## config.mk

```make
export PLATFORM = sky130hd
export DESIGN_NAME = seven_seg_scan_driver
export DESIGN_NICKNAME = d
export VERILOG_FILES = /design/src/rtl/seven_seg_scan_driver.sv
export SDC_FILE = /design/constraint.sdc
export NUM_CORES = 1
export LEC_CHECK = 0
export CORE_MARGIN = 2
export CORE_UTILIZATION = 60
export CTS_CLUSTER_DIAMETER = 120
export CTS_CLUSTER_SIZE = 24
export DETAILED_ROUTE_END_ITERATION = 10
export PLACE_DENSITY = 0.84
export SLEW_MARGIN = 40
export SYNTH_ARGS = -nofsm -noshare
export SYNTH_HDL_FRONTEND = slang
export SYNTH_SLANG_ARGS = --single-unit
```

## constraint.sdc

```tcl
create_clock -name clk -period 4.5 [get_ports clk]
set_input_delay 0.675 -clock clk [delete_from_list [all_inputs] [get_ports clk]]
set_output_delay 0.675 -clock clk [all_outputs]
set_load 0.03 [all_outputs]
```

## src/rtl/seven_seg_scan_driver.sv

```systemverilog
// seven_seg_scan_driver: 4-digit common-anode 7-seg scanner with blanking gap and frame-aligned double buffer (option: SEG_LEADING_ZERO_BLANK_EN)
module seven_seg_scan_driver #(
  parameter int REFRESH_DIV  = 100000,
  parameter int BLANK_CYCLES = 1000
) (
  input  logic        clk,
  input  logic        reset,
  input  logic [15:0] value,
  input  logic [3:0]  dp_in,
  input  logic [3:0]  digit_en,
  input  logic        load,
  output logic [3:0]  an,
  output logic [6:0]  seg,
  output logic        dp,
  output logic        frame_done
);
  localparam int CW = $clog2(REFRESH_DIV);
  localparam logic [CW-1:0] last = CW'(REFRESH_DIV - 1);
  localparam logic [CW-1:0] blk  = CW'(BLANK_CYCLES);
  localparam logic [6:0] hex_lut [16] = '{
    7'b1000000, 7'b1111001, 7'b0100100, 7'b0110000,
    7'b0011001, 7'b0010010, 7'b0000010, 7'b1111000,
    7'b0000000, 7'b0010000, 7'b0001000, 7'b0000011,
    7'b1000110, 7'b0100001, 7'b0000110, 7'b0001110
  };
  logic [CW-1:0] cnt, cnt_n;
  logic [1:0]    dig, dig_n;
  logic [15:0]   shadow, shadow_n, pending;
  logic [3:0]    shadow_dp, shadow_dp_n, pending_dp;
  logic          pend_valid;
  logic          wrap, sup, lit;
  logic [3:0]    nib;
  // next scan position and buffer state; outputs are registered from these so they line up with the cycle they describe
  always_comb begin
    wrap        = cnt == last;
    cnt_n       = wrap ? '0 : cnt + 1'b1;
    dig_n       = wrap ? dig + 2'd1 : dig;
    shadow_n    = frame_done ? (load ? value : pend_valid ? pending : shadow) : shadow;
    shadow_dp_n = frame_done ? (load ? dp_in : pend_valid ? pending_dp : shadow_dp) : shadow_dp;
    nib         = shadow_n[{dig_n, 2'b00} +: 4];
`ifdef SEG_LEADING_ZERO_BLANK_EN
    sup         = (dig_n != 2'd0) && ((shadow_n >> {dig_n, 2'b00}) == 16'd0);
`else
    sup         = 1'b0;
`endif
    lit         = (cnt_n >= blk) && digit_en[dig_n] && !sup;
  end
  // scan counters, double buffer and registered display outputs
  always_ff @(posedge clk) begin
    if (reset) begin
      cnt        <= '0;
      dig        <= '0;
      shadow     <= '0;
      shadow_dp  <= '0;
      pending    <= '0;
      pending_dp <= '0;
      pend_valid <= 1'b0;
      an         <= 4'hF;
      seg        <= 7'h7F;
      dp         <= 1'b1;
      frame_done <= 1'b0;
    end else begin
      cnt        <= cnt_n;
      dig        <= dig_n;
      shadow     <= shadow_n;
      shadow_dp  <= shadow_dp_n;
      if (load && !frame_done) begin
        pending    <= value;
        pending_dp <= dp_in;
      end
      pend_valid <= (load && !frame_done) || (pend_valid && !frame_done);
      an         <= lit ? ~(4'b0001 << dig_n) : 4'hF;
      seg        <= lit ? hex_lut[nib] : 7'h7F;
      dp         <= lit ? ~shadow_dp_n[dig_n] : 1'b1;
      frame_done <= (dig_n == 2'd3) && (cnt_n == last);
    end
  end
endmodule

```

* Word-level counts from Yosys, hierarchy flattened *
Memories as Yosys holds them, arrays and structs flattened. A register that Yosys moved wholly into a read port is not among the register bits.
Cells that the tools add are included.

word-level totals
  ROM bits = 112
  bits in registers = 66
  memories = 1
  output and inout port bits = 13
  word-level logic and storage cells = 43
  input port bits = 27

operators by class
  multiplexer cells = 12
  equal/unequal tests = 3
  shifts and indexed selects = 2
  $lt $le $gt $ge = 2
  reduce and logical (&&, ||, !) cells = 7
  add/subtract/negate cells = 2
  bitwise gates (word level) = 4

memories
  memory            depth  width  read ports  clocked after memory_dff  write ports  RTL line  RTL
  (name not given)  16     7      1           1                         0            73        seg <= lit ? hex_lut[nib] : 7'h7F;

operator list
  cell                                                                                   count
  16-bit two-way mux                                                                     3
  17-bit equality test, second input constant                                            2
  17-bit by 1-bit adder with 17-bit output, second input constant                        1
  17-bit by 10-bit greater-or-equal comparator with 1-bit output, second input constant  1
  17-bit two-way mux                                                                     1
  16-bit by 5-bit variable part select with 4-bit output                                 1
  4-bit two-way mux                                                                      3
  4-bit inverter with 5-bit output                                                       1
  1-bit binary-select mux with 2-bit select                                              2
  1-bit logical AND                                                                      4
  4-bit inverter                                                                         1
  1-bit by 2-bit left shift with 4-bit output, first input constant                      1
  2-bit by 3-bit < comparator with 1-bit output, second input constant                   1
  2-bit by 1-bit adder with 2-bit output, second input constant                          1
  2-bit equality test, second input constant                                             1
  1-bit two-way mux                                                                      2
  2-bit two-way mux                                                                      1
  1-bit inverter                                                                         2
  2-bit OR reduction                                                                     1
  1-bit zero test                                                                        1
  1-bit logical OR                                                                       1

* Longest topological paths before layout *
  depth after elaboration = 7
  gate-level depth with buffers = 15
  gate-level depth less buffers = 12

* Least setup slack after synthesis *
Ideal clock, no wire load.

  path kind = input to register
  start point = input load
  end point = register seg[0]
  setup time = 118 ps
  stages on the path = 12
  setup slack = 1488 ps
  path buffers = 3
  arrival time = 2894 ps
  required time = 4382 ps
  cells stage by stage = buf_2 > buf_4 > buf_2 > mux2_2 > mux2i_1 > nor2_1 > o22ai_1 > nand3_1 > ha_1 > or3_1 > o221ai_1 > nand2_1

on the way
  word-level cells in the longest chain between the ends = 4

ends and longest elaborated chain
  what                                                    RTL line  RTL
  start, declared                                         11        input logic load,
  16-bit two-way mux (2 in series)                        38        shadow_n = frame_done ? (load ? value : pend_valid ? pending : shadow) : shadow;
  16-bit by 5-bit variable part select with 4-bit output  40        nib = shadow_n[{dig_n, 2'b00} +: 4];
  4-bit inverter with 5-bit output (not written as such)  73
  end, declared                                           13        output logic [6:0] seg,

Every way passes these cells.
A chain may end at the register's enable or synchronous reset.

* Worst setup path in the final report *
Ends and elaborated chain as after synthesis.

==> flow_metrics.env <==
export IMPL_status="completed"
export IMPL_ys_ff_latch=73
export IMPL_power_total_mw=1.31
export IMPL_whs_ns=0.457
export IMPL_cp_start_kind="input port"
export IMPL_port_buffers=39
export IMPL_post_cts_resized=0
export IMPL_end_kind="flip-flop"
export IMPL_antenna_cells=0
export IMPL_synthArstFlopShare=0
export IMPL_area_growth_synth_to_final_pct=13.4
export IMPL_clk_latency_ns=0.36
export IMPL_hold_path_end="pending[0]$_SDFFE_PP0P_"
export IMPL_max_freq_mhz=299
export IMPL_p_leak_nw=1.54
export IMPL_yosysMostFrequentCell="nand2_1"
export IMPL_p_per_area_mw_per_mm2=302
export IMPL_final_min_clock_period_ns=3.35
export IMPL_routed_wl_mm=8.06
export IMPL_cts_root_buf="clkbuf_8"
export IMPL_path_class="input port to flip-flop"
export IMPL_synth_cell_types=61
export IMPL_grt_max_degree=46
export IMPL_drtIter0Drc=291
export IMPL_cts_sinks=73
export IMPL_die_h_um=83.8
export IMPL_synth_top_area_share=0.382
export IMPL_hold_viol_final=0
export IMPL_hpwlAfterDp_mm=5.62
export IMPL_ctsHtreeMaxLevel=3
export IMPL_coreArea_mm2=0.00624
export IMPL_fin_worst_skew_ns=0.00850
export IMPL_ys_seq_area_frac=0.382
export IMPL_worst_r2r_endpoint="seg[0]$_SDFF_PP1_"
export IMPL_grt_pass1_wl_mm=13.4
export IMPL_rr_startpoint="cnt[0]$_SDFF_PP0_"
export IMPL_drive_above_1_share=0.0992
export IMPL_slew_headroom=0.473
export IMPL_cp_startpoint="load"
export IMPL_drt_first_pass_iters=5
export IMPL_syn_inst=461
export IMPL_grt_pass1_vias=2980
export IMPL_fin_setup_tns_ns=0
export IMPL_vias=3257
export IMPL_track_usage=0.232
export IMPL_clk_pin_slew_ns=0.07
export IMPL_regToRegSetupSlack_ns=1.31
export IMPL_viasPerCell=5.81
export IMPL_drc=0
export IMPL_post_route_period_util=0.744
export IMPL_ys_top_cells_by_area="dfxtp_1, mux2i_1, nand2_1"
export IMPL_arrival_ns=3.58
export IMPL_hold_start="pending[0]$_SDFFE_PP0P_"
export IMPL_finalSetupViolCount=0
export IMPL_required_ns=4.73
export IMPL_worstHoldPathCells=2
export IMPL_start_util=0.612
export IMPL_ys_top_cells_by_count="nand2_1, dfxtp_1, nor2_1, a21oi_1, mux2i_1"
export IMPL_critical_path_max_fanout=14
export IMPL_syn_avg_cell_area_um2=8.29
export IMPL_grt_overflow=0
export IMPL_cts_tree="done"
export IMPL_maxSlewViolCount=0
export IMPL_synth_main_ff_cell="dfxtp_1"
export IMPL_fin_area_mm2=0.00433
export IMPL_finalNonFillerCells=561
export IMPL_syn_area_mm2=0.00382
export IMPL_grt_setup_unrepaired="false"
export IMPL_yosys_warnings=0
export IMPL_antenna_found_initial=0
export IMPL_postRouteAntennaNets=0
export IMPL_layout_nets=513
export IMPL_post_cts_buffers=0
export IMPL_reg2regPathDepth=11
export IMPL_maxCapViolations=0
export IMPL_ir_drop_v=0.000233
export IMPL_hold_class="flip-flop to flip-flop"
export IMPL_placed_area_mm2=0.00412
export IMPL_die_area_mm2=0.00702
export IMPL_rows=29
export IMPL_routedWlPerCell_um=14.4
export IMPL_ios=40
export IMPL_cts_hold_buffers=0
export IMPL_gp_congestion=0.898
export IMPL_worst_pin_slew_ns=0.789
export IMPL_clock_path_buffers=2
export IMPL_chipWidth_um=83.8
export IMPL_synth_largest_area_cell="dfxtp_1"
export IMPL_synth_nets=494
export IMPL_cts_made_buffers=9
export IMPL_dp_cells=546
export IMPL_synth_enable_flop_cells=0
final cells by class:
type | instances | area, um2
Clock buffer | 10 | 128
Clock inverter | 5 | 81.3
Fill cell | 498 | 1910
Inverter | 8 | 30.0
Multi-Input combinational cell | 342 | 2090
Sequential cell | 73 | 1460
Tap cell | 77 | 96.3
Timing Repair Buffer | 46 | 443
cell usage in the layout (no fill, tap or decap), types with 2 or more instances in the layout:
master and count:
nand2_1 74, dfxtp_1 72, nor2_1 56, clkdlybuf4s50_1 39
a21oi_1 34, mux2i_1 28, nor3_1 14, xnor2_1 12
nand3_1 11, mux2_2 10, clkbuf_8 9, o21ai_0 8
nor4_1 7, inv_1 7, nor2b_1 7, buf_4 7
a211oi_1 6, ha_1 6, nand4_1 5, a31oi_1 5
nand2b_1 5, xor2_1 5, o22ai_1 4, o211ai_1 4
o21ai_1 3, o211ai_2 3, and3_1 2, or2_2 2
nand3b_1 2, or3_1 2, a41oi_1 2, bufinv_16 2
worst max-delay path, stage by stage:
cell and delay (ns):
clkdlybuf4s50_1 0.48, buf_4 0.24, o21a_1 0.45, buf_4 0.24
mux2i_1 0.28, nor3_1 0.08, nor2_1 0.12, nand3_1 0.21
ha_1 0.30, or3_1 0.36, o221ai_1 0.07, nand2_1 0.07
report_power, final:
group / internal [mW] / leakage, nW / switching, mW
combinational: 0.0435 / 0.842 / 0.0429
sequential: 0.658 / 0.594 / 0.00850
clock: 0.309 / 0.102 / 0.245
kinds of logic (layout without fill, tap and decap cells):
logic type,count (synthesis),after routing,share of synthesized area
XOR/XNOR,17,17,0.0390
flip-flops,73,73,0.382
buffers and inverters,46,69,0.0704
adder cells (fa/ha/maj),6,6,0.0196
AND/OR/NAND/NOR,201,201,0.250
multiplexers,38,38,0.103
AO/OA/AOI/OAI,80,80,0.136
worst max path at each step:
stage	to	depth (start not counted)	slack [ns]
global route	seg[0]$_SDFF_PP1_	12	0.91
CTS	seg[0]$_SDFF_PP1_	12	1.18
global placement	seg[0]$_SDFF_PP1_	12	0.91
finish	seg[0]$_SDFF_PP1_	12	1.15
floorplan	seg[0]$_SDFF_PP1_	12	1.49
detailed placement	seg[0]$_SDFF_PP1_	12	0.82
flip-flops by register name (all words and copies together) (netlist names):
name,cells
an,4
cnt,17
dig,2
dp,1
frame_done,1
pend_valid,1
pending,16
pending_dp,4
seg,7
shadow,16
shadow_dp,4
stage by stage:
step	utilization	setup slack, ns
after global routing	0.694	0.914
after global placement	0.661	0.912
final	0.694	1.15
after floorplan	-	1.49
after detailed placement	0.661	0.817
after CTS	0.694	1.18
layer usage:
layer | vias to the layer above | GRT usage | share of wire
met4 | 0 | 0.0880 | 0.016
li1 | 1624 | - | -
met5 | - | 0 | 0
met2 | 104 | 0.393 | 0.49
met1 | 1512 | 0.287 | 0.44
met3 | 17 | 0.0534 | 0.053
No activity file was read; power rests on OpenSTA's default activity.
